<file path="src/rtl/reciprocal_scheduler.sv">
// Round-robin front end sharing one fixed-latency FP32 reciprocal pipe among
// N_REQ requesters. A tag pipe tracks requester ids alongside the external
// unit. Results land in an output FIFO whose depth is the credit pool.
module reciprocal_scheduler #(
    parameter int unsigned N_REQ      = 4,
    parameter int unsigned LAT        = 8,
    parameter int unsigned FIFO_DEPTH = 16,
    parameter int unsigned IDW        = 2
) (
    input  logic                   clk,
    input  logic                   areset_n,
    input  logic [N_REQ-1:0]       req_valid,
    input  logic [32*N_REQ-1:0]    req_data,
    output logic [N_REQ-1:0]       req_ready,
    output logic [31:0]            rcp_a,
    input  logic [31:0]            rcp_q,
    output logic                   out_valid,
    output logic [31:0]            out_data,
    output logic [IDW-1:0]         out_id,
    input  logic                   out_ready,
    output logic                   busy
);

    localparam int unsigned CW = $clog2(FIFO_DEPTH + 1);
    localparam int unsigned PW = (FIFO_DEPTH > 1) ? $clog2(FIFO_DEPTH) : 1;
    localparam int unsigned SW = IDW + 1;

    typedef struct packed {
        logic [31:0]    data;
        logic [IDW-1:0] id;
    } result_t;

    logic [CW-1:0]  credits;
    logic [CW-1:0]  credits_nxt;
    logic [CW-1:0]  fifo_cnt;
    logic [CW-1:0]  fifo_cnt_nxt;
    logic [IDW-1:0] ptr;
    logic           arb_en;

    logic [N_REQ-1:0] grant;
    logic [IDW-1:0]   gnt_id;
    logic             xfer;
    logic [SW-1:0]    arb_sum;
    logic [IDW-1:0]   arb_idx;

    logic [31:0]      lane_data [N_REQ];

    logic             issue_vld;
    logic [IDW-1:0]   issue_id;
    logic [LAT-1:0]   tag_vld;
    logic [IDW-1:0]   tag_id [LAT];

    result_t          mem [FIFO_DEPTH];
    logic [PW-1:0]    wr_ptr;
    logic [PW-1:0]    rd_ptr;
    logic             fifo_wr;
    logic             fifo_pop;

    int unsigned      inflight;

    // Unpack the flat operand bus into per-lane words
    for (genvar g = 0; g < N_REQ; g++) begin : g_lane
        assign lane_data[g] = req_data[32*g +: 32];
    end

    // Round-robin search starting at ptr; no grant without a free credit
    always_comb begin
        grant   = '0;
        gnt_id  = '0;
        xfer    = 1'b0;
        arb_sum = '0;
        arb_idx = '0;
        if (arb_en && (credits != '0)) begin
            for (int unsigned k = 0; k < N_REQ; k++) begin
                arb_sum = {1'b0, ptr} + SW'(k);
                if (arb_sum >= SW'(N_REQ)) begin
                    arb_sum = arb_sum - SW'(N_REQ);
                end
                arb_idx = IDW'(arb_sum);
                if (!xfer && req_valid[arb_idx]) begin
                    xfer            = 1'b1;
                    grant[arb_idx]  = 1'b1;
                    gnt_id          = arb_idx;
                end
            end
        end
    end

    assign req_ready = grant;
    assign fifo_wr   = tag_vld[LAT-1];
    assign fifo_pop  = out_valid && out_ready;
    assign out_data  = mem[rd_ptr].data;
    assign out_id    = mem[rd_ptr].id;

    // Next credit and occupancy counts; simultaneous inc/dec cancel
    always_comb begin
        credits_nxt = credits;
        case ({xfer, fifo_pop})
            2'b10:   credits_nxt = credits - CW'(1);
            2'b01:   credits_nxt = credits + CW'(1);
            default: credits_nxt = credits;
        endcase
        fifo_cnt_nxt = fifo_cnt;
        case ({fifo_wr, fifo_pop})
            2'b10:   fifo_cnt_nxt = fifo_cnt + CW'(1);
            2'b01:   fifo_cnt_nxt = fifo_cnt - CW'(1);
            default: fifo_cnt_nxt = fifo_cnt;
        endcase
    end

    // Arbiter state, credits and status flags
    always_ff @(posedge clk or negedge areset_n) begin
        if (!areset_n) begin
            arb_en    <= 1'b0;
            ptr       <= '0;
            credits   <= CW'(FIFO_DEPTH);
            fifo_cnt  <= '0;
            busy      <= 1'b0;
            out_valid <= 1'b0;
        end else begin
            arb_en    <= 1'b1;
            if (xfer) begin
                ptr <= (gnt_id == IDW'(N_REQ - 1)) ? '0 : gnt_id + IDW'(1);
            end
            credits   <= credits_nxt;
            fifo_cnt  <= fifo_cnt_nxt;
            busy      <= (credits_nxt != CW'(FIFO_DEPTH));
            out_valid <= (fifo_cnt_nxt != '0);
        end
    end

    // Issue register plus LAT tag stages: the operand is on rcp_a one cycle
    // after transfer and its result returns LAT cycles later, so the id
    // needs LAT+1 register stages to meet rcp_q at the tail
    always_ff @(posedge clk or negedge areset_n) begin
        if (!areset_n) begin
            rcp_a     <= '0;
            issue_vld <= 1'b0;
            issue_id  <= '0;
            tag_vld   <= '0;
            for (int unsigned k = 0; k < LAT; k++) begin
                tag_id[k] <= '0;
            end
        end else begin
            rcp_a     <= xfer ? lane_data[gnt_id] : 32'h0;
            issue_vld <= xfer;
            issue_id  <= xfer ? gnt_id : '0;
            tag_vld[0] <= issue_vld;
            tag_id[0]  <= issue_id;
            for (int unsigned k = 1; k < LAT; k++) begin
                tag_vld[k] <= tag_vld[k-1];
                tag_id[k]  <= tag_id[k-1];
            end
        end
    end

    // Output FIFO; credits guarantee a free slot for every tagged result
    always_ff @(posedge clk or negedge areset_n) begin
        if (!areset_n) begin
            wr_ptr <= '0;
            rd_ptr <= '0;
            for (int unsigned i = 0; i < FIFO_DEPTH; i++) begin
                mem[i] <= '0;
            end
        end else begin
            if (fifo_wr) begin
                mem[wr_ptr] <= '{data: rcp_q, id: tag_id[LAT-1]};
                wr_ptr <= (wr_ptr == PW'(FIFO_DEPTH - 1)) ? '0 : wr_ptr + PW'(1);
            end
            if (fifo_pop) begin
                rd_ptr <= (rd_ptr == PW'(FIFO_DEPTH - 1)) ? '0 : rd_ptr + PW'(1);
            end
        end
    end

    // Count of operations between transfer and FIFO write
    always_comb begin
        inflight = 32'(issue_vld);
        for (int unsigned k = 0; k < LAT; k++) begin
            inflight = inflight + 32'(tag_vld[k]);
        end
    end

    a_credit_conservation: assert property (@(posedge clk) disable iff (!areset_n)
        (32'(credits) + 32'(fifo_cnt) + inflight) == FIFO_DEPTH);
    a_credit_underflow: assert property (@(posedge clk) disable iff (!areset_n)
        !(xfer && (credits == '0)));
    a_credit_overflow: assert property (@(posedge clk) disable iff (!areset_n)
        !(fifo_pop && !xfer && (credits == CW'(FIFO_DEPTH))));

endmodule
</file>
<file path="config.mk">
export PLATFORM = sky130hd
export DESIGN_NAME = reciprocal_scheduler
export DESIGN_NICKNAME = d
export VERILOG_FILES = /design/src/rtl/reciprocal_scheduler.sv
export SDC_FILE = /design/constraint.sdc
export NUM_CORES = 1
export LEC_CHECK = 0
export BUFFER_PORTS_ARGS = -buffer_cell sky130_fd_sc_hd__buf_2
export CORE_MARGIN = 2
export CORE_UTILIZATION = 45
export DETAILED_ROUTE_END_ITERATION = 10
export GPL_TIMING_DRIVEN = 0
export PLACE_DENSITY = 0.59
export SLEW_MARGIN = 0
export SYNTH_ARGS = -nofsm -noshare
export SYNTH_HDL_FRONTEND = slang
export SYNTH_SLANG_ARGS = --single-unit
</file>
<file path="constraint.sdc">
create_clock -name clk -period 4 [get_ports clk]
set_input_delay 0.6 -clock clk [delete_from_list [all_inputs] [get_ports clk]]
set_output_delay 0.6 -clock clk [all_outputs]
set_load 0.02 [all_outputs]
</file>
==> impl_results.md, run 1 <==
* Initial DRC count at 988
* Pre-CTS WS at 0.207 ns
* Initial core utilization at 0.456
* Vias in the first global route at 18.2k
* Vias per cell at 5.65
* RSZ-0062 raised after global routing: false
* Worst skew pair latency at 0.61 ns
* Max Freq at 0.258 GHz
* Crit path DAT at 3.27 ns
* Die area at 64,700 µm²
* DR pass1 iterations at 5
* Yosys Warn Count at 0
* Clock Skew at 0.0217 ns
* Area Overhead vs Synth at 16.9%
* Row Count at 91
* Post-synth top area cell: dfrtp_1
* Antenna cells at 0
* Flop pwr share at 0.369
* GRT Residual Overflow at 0
* Clock Path Buffers at 3
* Status: completed
* Seq/Total Area, Yosys at 0.555
* Avg Cell Area, Syn at 16.0 µm²
* CTS tree: done
* Synth Flop Type: dfrtp_1
* Min Tclk post-route at 3.87 ns
* Rel. slew slack at 0.0641
* Syn Nets at 1,960
* Antenna viol nets, final at 0
* Reg clk slew, reported paths at 0.06 ns
* CP endpoint kind: primary output
* VDD IR-drop max at 445 µV
* Psw at 9.79 mW
* Placed Area at 30,600 µm²
* Total global-route track usage at 0.228
* Die width at 254 µm
* #FFs+latches synth at 626
* DP HPWL at 47,900 µm
* CP Launch Type: flop
* Placed insts at 2,847
* Clock group share of total power at 0.217
* Pin count of the biggest net entering global routing at 127
* Reg area at 15,700 µm²
* WP data required at 3.40 ns
* # port buffers at 235
* Switch share at 0.330
* Clk sinks at 626
* Final GP Congestion at 1.00
* Final Non-Filler Cells at 2,968
* Fillcell total at 5,166
* Max Cap Viol at 0
* Global-route wire length before repair at 111,000 µm
* Internal at 19.9 mW
* Worst slew pin tran at 1.39 ns
* Syn Std Cell Area at 28,200 µm²
* Die height at 254 µm
* Synth area leaders: dfrtp_1, mux2_2, mux4_2, clkbuf_1, a221oi_1
* CTS Root Cell: clkbuf_16
* P_leak at 14.1 nW
* PD cells at 900 nW/µm²
* Top cell type's share of synthesized area at 0.554
* Max-slew violation count at 0
* Final setup viols at 0
* Post-Route WL at 71,000 µm
* Period utilization at 0.969
* Nets at 2,273
* Post-CTS setup repair buffer count at 0
* I/O pin cnt at 239
* Total number of vias at 16.8k
* DR WL/cell at 23.9 µm
* Ratio of cells with drive above 1 in the final layout at 0.531
* Synth Instances at 1,769
* Distinct cells, synth at 47
* Worst min path class: input pin to flop
* Area taken by multi-input logic gates at 11,900 µm²
* Antenna violations before repair at 2
* Final worst setup slack at 0.125 ns
* Core Box Area at 61,800 µm²
* # DRC at 0
* Fin area at 33,000 µm²
* Total CTS buffers at 70
* Fin. Hold Viols at 0
* Number of flops mapped to enable cells by yosys at 0
* CP Max Fanout at 10
* FFs w/ async S/R, synth at 1.00
* Crit path kind: flop to primary output
* H-tree levels at 3
* Logic pwr share at 0.415
==> final timing paths <==
path                                  startpoint                   end  slack, ns  depth (start not counted)
setup / recovery           rd_ptr[1]$_DFFE_PN0P_          out_data[14]       0.13                          5
hold / removal                      req_data[74]   rcp_a[10]$_DFF_PN0_       0.30                          3
setup reg to reg            credits[1]$_DFF_PN0_        busy$_DFF_PN0_       0.58                         13
hold reg to reg             tag_vld[6]$_DFF_PN0_  tag_vld[7]$_DFF_PN0_       0.35                          0
max in group asynchronous               areset_n  mem[502]$_DFFE_PN0P_       1.52                          5
min in group asynchronous               areset_n  mem[451]$_DFFE_PN0P_       0.59                          2
==> cell usage in the layout (no fill, tap or decap), drive strengths merged, types with 6 or more instances in the layout <==
cell type,count
inv,16
ha,22
o21ai,15
mux2i,6
buf,292
a21oi,42
mux2,546
nor2,13
a221oi,36
clkbuf,204
clkinv,9
a22oi,36
nor2b,6
xnor2,6
nor3,7
nand3,13
mux4,172
dfrtp,625
nand2,18
==> critical path, cell delays in order, from the launching register on <==
cell and delay [ns]:
dfrtp_1 0.47, clkbuf_1 0.47, clkbuf_1 0.61, mux4_2 0.46, mux4_2 0.49, buf_2 0.18
==> sequential cells by signal, indices dropped and copies added, names as in the netlist <==
| signal | cells |
|---|---|
| rcp_a | 32 |
| rd_ptr | 4 |
| mem | 544 |
| wr_ptr | 4 |
| arb_en | 1 |
| ptr | 2 |
| tag_vld | 8 |
| issue_id | 2 |
| busy | 1 |
| credits | 5 |
| fifo_cnt | 5 |
| out_valid | 1 |
| issue_vld | 1 |
| tag_id | 16 |
==> stage by stage <==
| step | TNS (ns) | util | hold slack (ns) | power (mW) |
|---|---|---|---|---|
| CTS | -0.0878 | 0.533 | 0.257 | 30.1 |
| floorplan | 0 | - | 0.304 | 19.7 |
| global route | 0 | 0.534 | 0.309 | 31.4 |
| global placement | -6440.27 | 0.492 | 0.332 | 23.0 |
| detailed placement | 0 | 0.495 | 0.335 | 23.5 |
| finish | 0 | 0.534 | 0.299 | 29.7 |
==> cell usage after synthesis (2+ instances only) <==
cell	instances
o21a_1	2
dfrtp_1	625
nand2_1	18
clkbuf_1	104
buf_1	9
buf_4	3
xor2_1	4
a221oi_1	36
nor4_1	2
nor2_1	13
mux2i_1	6
nor2b_1	5
ha_1	22
o22ai_1	2
nand3_1	13
nor3_1	6
mux2_2	546
o21ai_1	2
xnor2_1	6
buf_2	41
a22oi_1	36
a21oi_1	41
nand4_1	5
o21ai_0	12
mux4_2	172
inv_1	13
nand2b_1	4
fa_1	2
==> final cells by class <==
cell class,count,area share
Buffer,156,0.0215
Clock buffer,102,0.0630
Clock inverter,19,0.00690
Inverter,13,0.00148
Multi-Input combinational cell,973,0.360
Sequential cell,626,0.475
Tap cell,837,0.0317
Timing Repair Buffer,242,0.0408
==> per-layer routing <==
| layer | track usage | vias to the layer above | share of wire |
|---|---|---|---|
| li1 | - | 7336 | - |
| met1 | 0.305 | 8957 | 0.44 |
| met2 | 0.387 | 383 | 0.50 |
| met3 | 0.0358 | 89 | 0.041 |
| met4 | 0.0661 | 4 | 0.021 |
| met5 | 0 | - | 0.00038 |
==> power by group through the flow <==
| stage | sequential [mW] | clock, mW | combinational, mW |
|---|---|---|---|
| global route | 11.3 | 6.86 | 13.3 |
| floorplan | 10.7 | 0 | 8.98 |
| detailed placement | 11.0 | 0 | 12.5 |
| global placement | 10.9 | 0 | 12.1 |
| finish | 10.9 | 6.43 | 12.3 |
| CTS | 10.9 | 6.62 | 12.5 |
==> kinds of logic (layout without fill, tap and decap cells) <==
kind of cell	Yosys count	after routing	synth area share
other cells	1	1	0.000133
fa+ha+maj	24	24	0.0112
buf+inv	170	532	0.0248
simple gates	72	72	0.0130
compound gates	142	142	0.0354
flops	626	626	0.555
mux	724	724	0.357
xor+xnor	10	10	0.00310
==> repair_timing <==
item                       4_1_cts  5_1_grt
gates resized for setup         23       12
setup endpoints to repair       36       29
hold buffers                     1        0
hold endpoints to repair        69        0
cloned                           0        0
No activity file was read; power rests on OpenSTA's default activity.
==> inputs of run 2 (changes only) <==
ABC_AREA = 1   (was default)
==> run 2 against run 1 <==
Count of clock-buffer cells in the layout grew 5. Clock power grew 0.9%. Final cell count grew 58%. Register-to-register slack lost 0.20 ns. Non-clock buffer count grew 129. Clock skew shrank 0.0010 ns. Global-route usage grew 7.8 points. Utilization shrank 0.17 points. Cell area grew 1.9%. Critical path type unchanged.
==> impl_results.md, run 2 <==
* Top cell type's share of synthesized area at 0.543
* Total global-route track usage at 0.306
* Most frequent cells in the layout: o21ai_0, nand2_1, dfrtp_1
* Seq/Total Area, Yosys at 0.544
* CP max stage cell: dfrtp_1
* Clock Path Buffers at 3
* Psw at 13.7 mW
* Post-synth top area cell: dfrtp_1
* Min Tclk post-route at 3.99 ns
* Ratio of cells with drive above 1 in the final layout at 0.111
* Final worst setup slack at 0.00630 ns
* Clk sinks at 626
* Fin. Hold Viols at 0
* RSZ-0062 raised after global routing: false
* # DRC at 0
* Avg Cell Area, Syn at 8.27 µm²
* DR pass1 iterations at 6
* Area Overhead vs Synth at 16.7%
* Global-route wire length before repair at 154,000 µm
* Clock Skew at 0.0206 ns
* DR WL/cell at 21.6 µm
* FFs w/ async S/R, synth at 1.00
* Core Box Area at 63,200 µm²
* Nets at 3,991
* CTS Root Cell: clkbuf_16
* Worst slew pin tran at 0.879 ns
* Largest family of logic cells by synthesized area: compound AO/OA/AOI/OAI gates
* CP Max Fanout at 10
* Die width at 257 µm
* Top-count cell post-synth: o21ai_0
* Post-synthesis simple-gate area fraction at 0.167
* Synth Flop Type: dfrtp_1
* Final GP Congestion at 0.916
* Die area at 66,000 µm²
* Total CTS buffers at 70
* WP data required at 3.40 ns
* Fillcell total at 6,136
* Yosys Warn Count at 0
* Synth Instances at 3,483
* GRT Residual Overflow at 0
* Initial core utilization at 0.456
* P_leak at 16.0 nW
* Initial DRC count at 2,661
* Post-Route WL at 102,000 µm
* Final core utilization at 0.532
* Rel. slew slack at 0.414
* Switch share at 0.439
* Post-synthesis compound-gate area fraction at 0.204
* Worst-path cell chain: buf_4, buf_4, buf_4, clkbuf_4, nor2_1, o221ai_1, nand3_1, nand3_1, buf_2
* Synth Area in Adders at 0.0109
* I/O pin cnt at 239
* Antenna viol nets, final at 0
* Synth area leaders: dfrtp_1, o21ai_0, nand2_1, nor2_1, clkbuf_1
* H-tree levels at 3
* Syn Std Cell Area at 28,800 µm²
* Flop pwr share at 0.348
* Vias per cell at 5.61
* Syn Nets at 3,674
* Die height at 257 µm
* Max Cap Viol at 0
* Crit path largest cell delay at 0.50 ns
* Commonest non-fill, non-tap cell in the layout: o21ai_0
* Max-slew violation count at 0
* Row Count at 92
* Mux cell area share after synthesis at 0
* Most common cell on crit path: buf_4
* Synth Area in XOR/XNOR at 0.00213
* Pre-CTS WS at -0.212 ns
* Worst skew pair latency at 0.62 ns
* Logic pwr share at 0.444
* Largest Register: mem
* Total number of vias at 26.3k
* Worst min path class: input pin to flop
* Synth cell count leaders: o21ai_0, nand2_1, dfrtp_1, nor2_1, clkbuf_1
* Antenna violations before repair at 5
* Clock group share of total power at 0.208
* #FFs+latches synth at 626
* VDD IR-drop max at 642 µV
* Final setup viols at 0
* Status: completed
* Internal at 17.5 mW
* # port buffers at 238
* Setup TNS at 0 ns
* Reg clk slew, reported paths at 0.06 ns
* CTS tree: done
* Crit path DAT at 3.39 ns
* PD cells at 930 nW/µm²
* CP endpoint kind: primary output
* Pin count of the biggest net entering global routing at 120
* Vias in the first global route at 25.4k
* Number of flops mapped to enable cells by yosys at 0
* DP HPWL at 76,100 µm
* Largest registers: mem x544, rcp_a x32, tag_id x16
* Distinct cells, synth at 41
* CP Launch Type: flop
* Period utilization at 0.998
* Max Freq at 0.250 GHz
* Crit path kind: flop to primary output
* Largest register FFs at 544
run 2: cell types whose count changed after synthesis, moves of 33 or more:
| cell | change |
|---|---|
| clkbuf_1 | +139 |
| o221ai_1 | +55 |
| o22ai_1 | +45 |
| nand3_1 | +127 |
| o21ai_0 | +749 |
| mux4_2 | -172 |
| a221oi_1 | -36 |
| a21oi_1 | +133 |
| a22oi_1 | -34 |
| o21bai_1 | +33 |
| nand2_1 | +733 |
| nor2_1 | +277 |
| inv_1 | +228 |
| mux2_2 | -546 |
run 2: through the flow:
step / cell area, µm² / instances / hold WS (ns) / power [mW]
after global routing: 33600 / 4695 / 0.225 / 33.3
final: 33600 / 4695 / 0.226 / 31.2
after floorplan: 28800 / 3483 / 0.304 / 19.4
after detailed placement: 31200 / 4573 / 0.335 / 24.5
after global placement: 31000 / 4567 / 0.332 / 24.3
after CTS: 33600 / 4695 / 0.207 / 31.1
run 2: power by group through the flow:
stage               sequential, mW  clock, mW  combinational, mW
floorplan                     10.6          0               8.77
finish                        10.9       6.49               13.9
global placement              10.9          0               13.5
CTS                           10.8       6.56               13.8
global route                  11.2       6.80               15.4
detailed placement            10.9          0               13.7
run 2: layer usage:
metal,vias up,GRT usage,part of all wire,routed length [µm]
met5,-,0,0.00015,15
met4,4,0.130,0.046,4680
met1,12900,0.417,0.42,43100
li1,12100,-,-,-
met3,230,0.0452,0.068,6940
met2,1058,0.488,0.46,46800
run 2: path summary, 6_finish.rpt:
check,from,endpoint,slack [ns],cells after the start
worst max-delay path,rd_ptr[0]$_DFFE_PN0P_,out_data[18],0.006,9
worst min-delay path,rcp_q[9],mem[45]$_DFFE_PN0P_,0.23,3
worst max register to register,ptr[0]$_DFFE_PN0N_,busy$_DFF_PN0_,0.38,19
worst min register to register,tag_id[7]$_DFF_PN0_,tag_id[5]$_DFF_PN0_,0.34,0
max in group asynchronous,areset_n,rcp_a[11]$_DFF_PN0_,1.28,6
min in group asynchronous,areset_n,mem[80]$_DFFE_PN0P_,0.56,2
run 2: cell type report:
class | count | area (µm²) | area share
flip-flops and latches | 626 | 15700 | 0.466
multi-input cells | 2329 | 11100 | 0.330
clock buffers | 107 | 2150 | 0.0641
repair buffers | 246 | 1380 | 0.0412
plain buffers | 281 | 1180 | 0.0351
well taps | 846 | 1060 | 0.0315
inverters | 246 | 932 | 0.0277
clock inverters | 13 | 130 | 0.00387
diodes | 1 | 2.50 | 0.0000745
run 2: kinds of logic after synthesis:
group | after synthesis
simple gates | 1202
compound gates | 1095
flops | 626
buf+inv | 528
fa+ha+maj | 24
xor+xnor | 7
other cells | 1
run 2: worst max-delay path, delay by kind of cell (launching register included):
kind / cells / cell delay, ns
buffers and inverters: 5 / 1.38
AND/OR/NAND/NOR: 3 / 0.52
flip-flops: 1 / 0.50
AO/OA/AOI/OAI: 1 / 0.36
run 2: timing repair:
action / CTS / global route
setup buffers: 1 / 0
endpoints found under the setup margin: 36 / 20
hold endpoints to repair: 15 / 0
hold buffers: 1 / 0
gates resized for setup: 30 / 21
==> inputs of run 3 (changes only) <==
CTS_BUF_LIST = sky130_fd_sc_hd__clkbuf_8   (was default)
==> run 3 against run 2 <==
Via count is 0.55% higher. Non-clock buffer count unchanged. Die area stayed put. Largest cell class unchanged. Clock skew is 0.0063 ns higher. Register-to-register slack about the same. The run now ends with setup timing left. Sequential cell count unchanged.
==> impl_results.md, run 3 (same netlist as run 2, synthesis figures left out) <==
* Clock Path Buffers at 3
* Total CTS buffers at 107
* Reg clk slew, reported paths at 0.07 ns
* Ratio of cells with drive above 1 in the final layout at 0.121
* Tot Pwr at 30.5 mW
* Violated checks: setup timing
* Setup TNS at -0.0540 ns
* CP Max Fanout at 10
* # DRC at 0
* Nets at 4,028
* Initial core utilization at 0.456
* Largest Register: mem
* Final setup viols at 5
* DP HPWL at 76,100 µm
* H-tree levels at 3
* Pre-CTS WS at -0.212 ns
* Largest register FFs at 544
* RSZ-0062 raised after global routing: false
* Most frequent cells in the layout: o21ai_0, nand2_1, dfrtp_1
* Max Cap Viol at 0
* Final GP Congestion at 0.916
* Total global-route track usage at 0.307
* Die area at 66,000 µm²
* Row Count at 92
* Met2 Wirelength at 46,700 µm
* Area taken by multi-input logic gates at 11,100 µm²
* Worst skew pair latency at 0.72 ns
* WL met1 at 42,900 µm
* Clk sinks at 626
* Fillcell total at 6,194
* CP Launch Type: flop
* Rel. slew slack at 0.371
* Worst slew pin tran at 0.944 ns
* Min Tclk post-route at 4.02 ns
* Core Box Area at 63,200 µm²
* Vias per cell at 5.56
* Top Metal Used: met5
* Max Freq at 0.249 GHz
* Crit path kind: flop to primary output
* # port buffers at 238
* Reg area at 15,700 µm²
* Initial DRC count at 2,609
* Total number of vias at 26.5k
* Period utilization at 1.01
* Max-slew violation count at 0
* PD cells at 912 nW/µm²
* P_leak at 16.1 nW
* Final core utilization at 0.529
* Status: finished, violations left
* I/O pin cnt at 239
* CTS Root Cell: clkbuf_8
* CP endpoint kind: primary output
* Post-Route WL at 102,000 µm
* Fin. Hold Viols at 0
* Area Overhead vs Synth at 16.1%
* Clock Skew at 0.0269 ns
* Pin count of the biggest net entering global routing at 120
* DR pass1 iterations at 6
* Commonest non-fill, non-tap cell in the layout: o21ai_0
* CP max stage cell: clkbuf_1
* Worst-path cell chain: inv_1, clkbuf_1, clkbuf_1, o21ai_0, o221ai_1, nand3_1, nand3_1, buf_2
* Crit path DAT at 3.42 ns
* DR WL/cell at 21.4 µm
* Met3 WL at 7320 µm
* Crit path largest cell delay at 0.53 ns
* Die width at 257 µm
* GRT Residual Overflow at 0
* Vias in the first global route at 25.7k
* Global-route wire length before repair at 155,000 µm
* Antenna violations before repair at 5
* Final worst setup slack at -0.0216 ns
* Largest registers: mem x544, rcp_a x32, tag_id x16
* Final Non-Filler Cells at 4,761
* Placed insts at 4,573
* CTS tree: done
* VDD IR-drop max at 641 µV
* WP data required at 3.40 ns
* Antenna viol nets, final at 0
* Worst min path class: input pin to flop
* Die height at 257 µm
==> run 3: cell types whose count changed in the layout (fill, tap and decap cells not counted), moves of 18 or more <==
cell and change:
clkbuf_8 +112, clkbuf_16 -73, clkbuf_1 -18, inv_1 +42
==> run 3: area by class of cell <==
type,instances,area share
clock inverters,53,0.00756
clock buffers,132,0.0543
diodes,2,0.000150
inverters,246,0.0279
multi-input cells,2329,0.333
repair buffers,246,0.0414
flip-flops and latches,626,0.469
plain buffers,281,0.0357
well taps,846,0.0317
==> run 3: critical path: cells and delay by family, from the launching register on <==
kind / cells / cell delay (ns)
AOI/OAI and AO/OA: 2 / 0.51
buffers and inverters: 4 / 1.27
DFF: 1 / 0.46
and+or+nand+nor: 2 / 0.46
==> run 3: final timing paths <==
kind,startpoint,endpoint,slack [ns],cells past startpoint
max,rd_ptr[1]$_DFFE_PN0P_,out_data[3],-0.02,8
min in group asynchronous,areset_n,mem[80]$_DFFE_PN0P_,0.47,2
max in group asynchronous,areset_n,rcp_a[17]$_DFF_PN0_,1.40,6
max reg2reg,ptr[0]$_DFFE_PN0N_,busy$_DFF_PN0_,0.38,19
min reg2reg,tag_id[7]$_DFF_PN0_,tag_id[5]$_DFF_PN0_,0.34,0
min,rcp_q[13],mem[49]$_DFFE_PN0P_,0.12,3
==> run 3: stage by stage <==
stage                     cell area [µm²]  hold slack [ns]
final                               33400            0.115
after global routing                33400            0.101
after CTS                           33400           0.0830
after detailed placement            31200            0.335
after global placement              31000            0.332
after floorplan                     28800            0.304
==> run 3: repair_timing <==
action                                  in CTS  in global routing
buffers inserted                             1                  0
hold buffers                                 1                  0
endpoints found under the setup margin      36                 14
gates resized for setup                     43                 17
hold endpoints to repair                    82                  0
==> run 3: power by group <==
| part | switching, mW | internal (mW) | leakage, nW | total [mW] |
|---|---|---|---|---|
| Clock | 2.69 | 3.01 | 1.22 | 5.69 |
| Sequential | 1.49 | 9.37 | 7.20 | 10.9 |
| Combinational | 9.59 | 4.33 | 7.69 | 13.9 |
| Total | 13.8 | 16.7 | 16.1 | 30.5 |
==> run 3: per-layer routing <==
metal  vias up  global-route usage
met5         -                   0
met4         4               0.138
met3       262              0.0476
met2      1072               0.486
met1     12900               0.419
li1      12200                   -
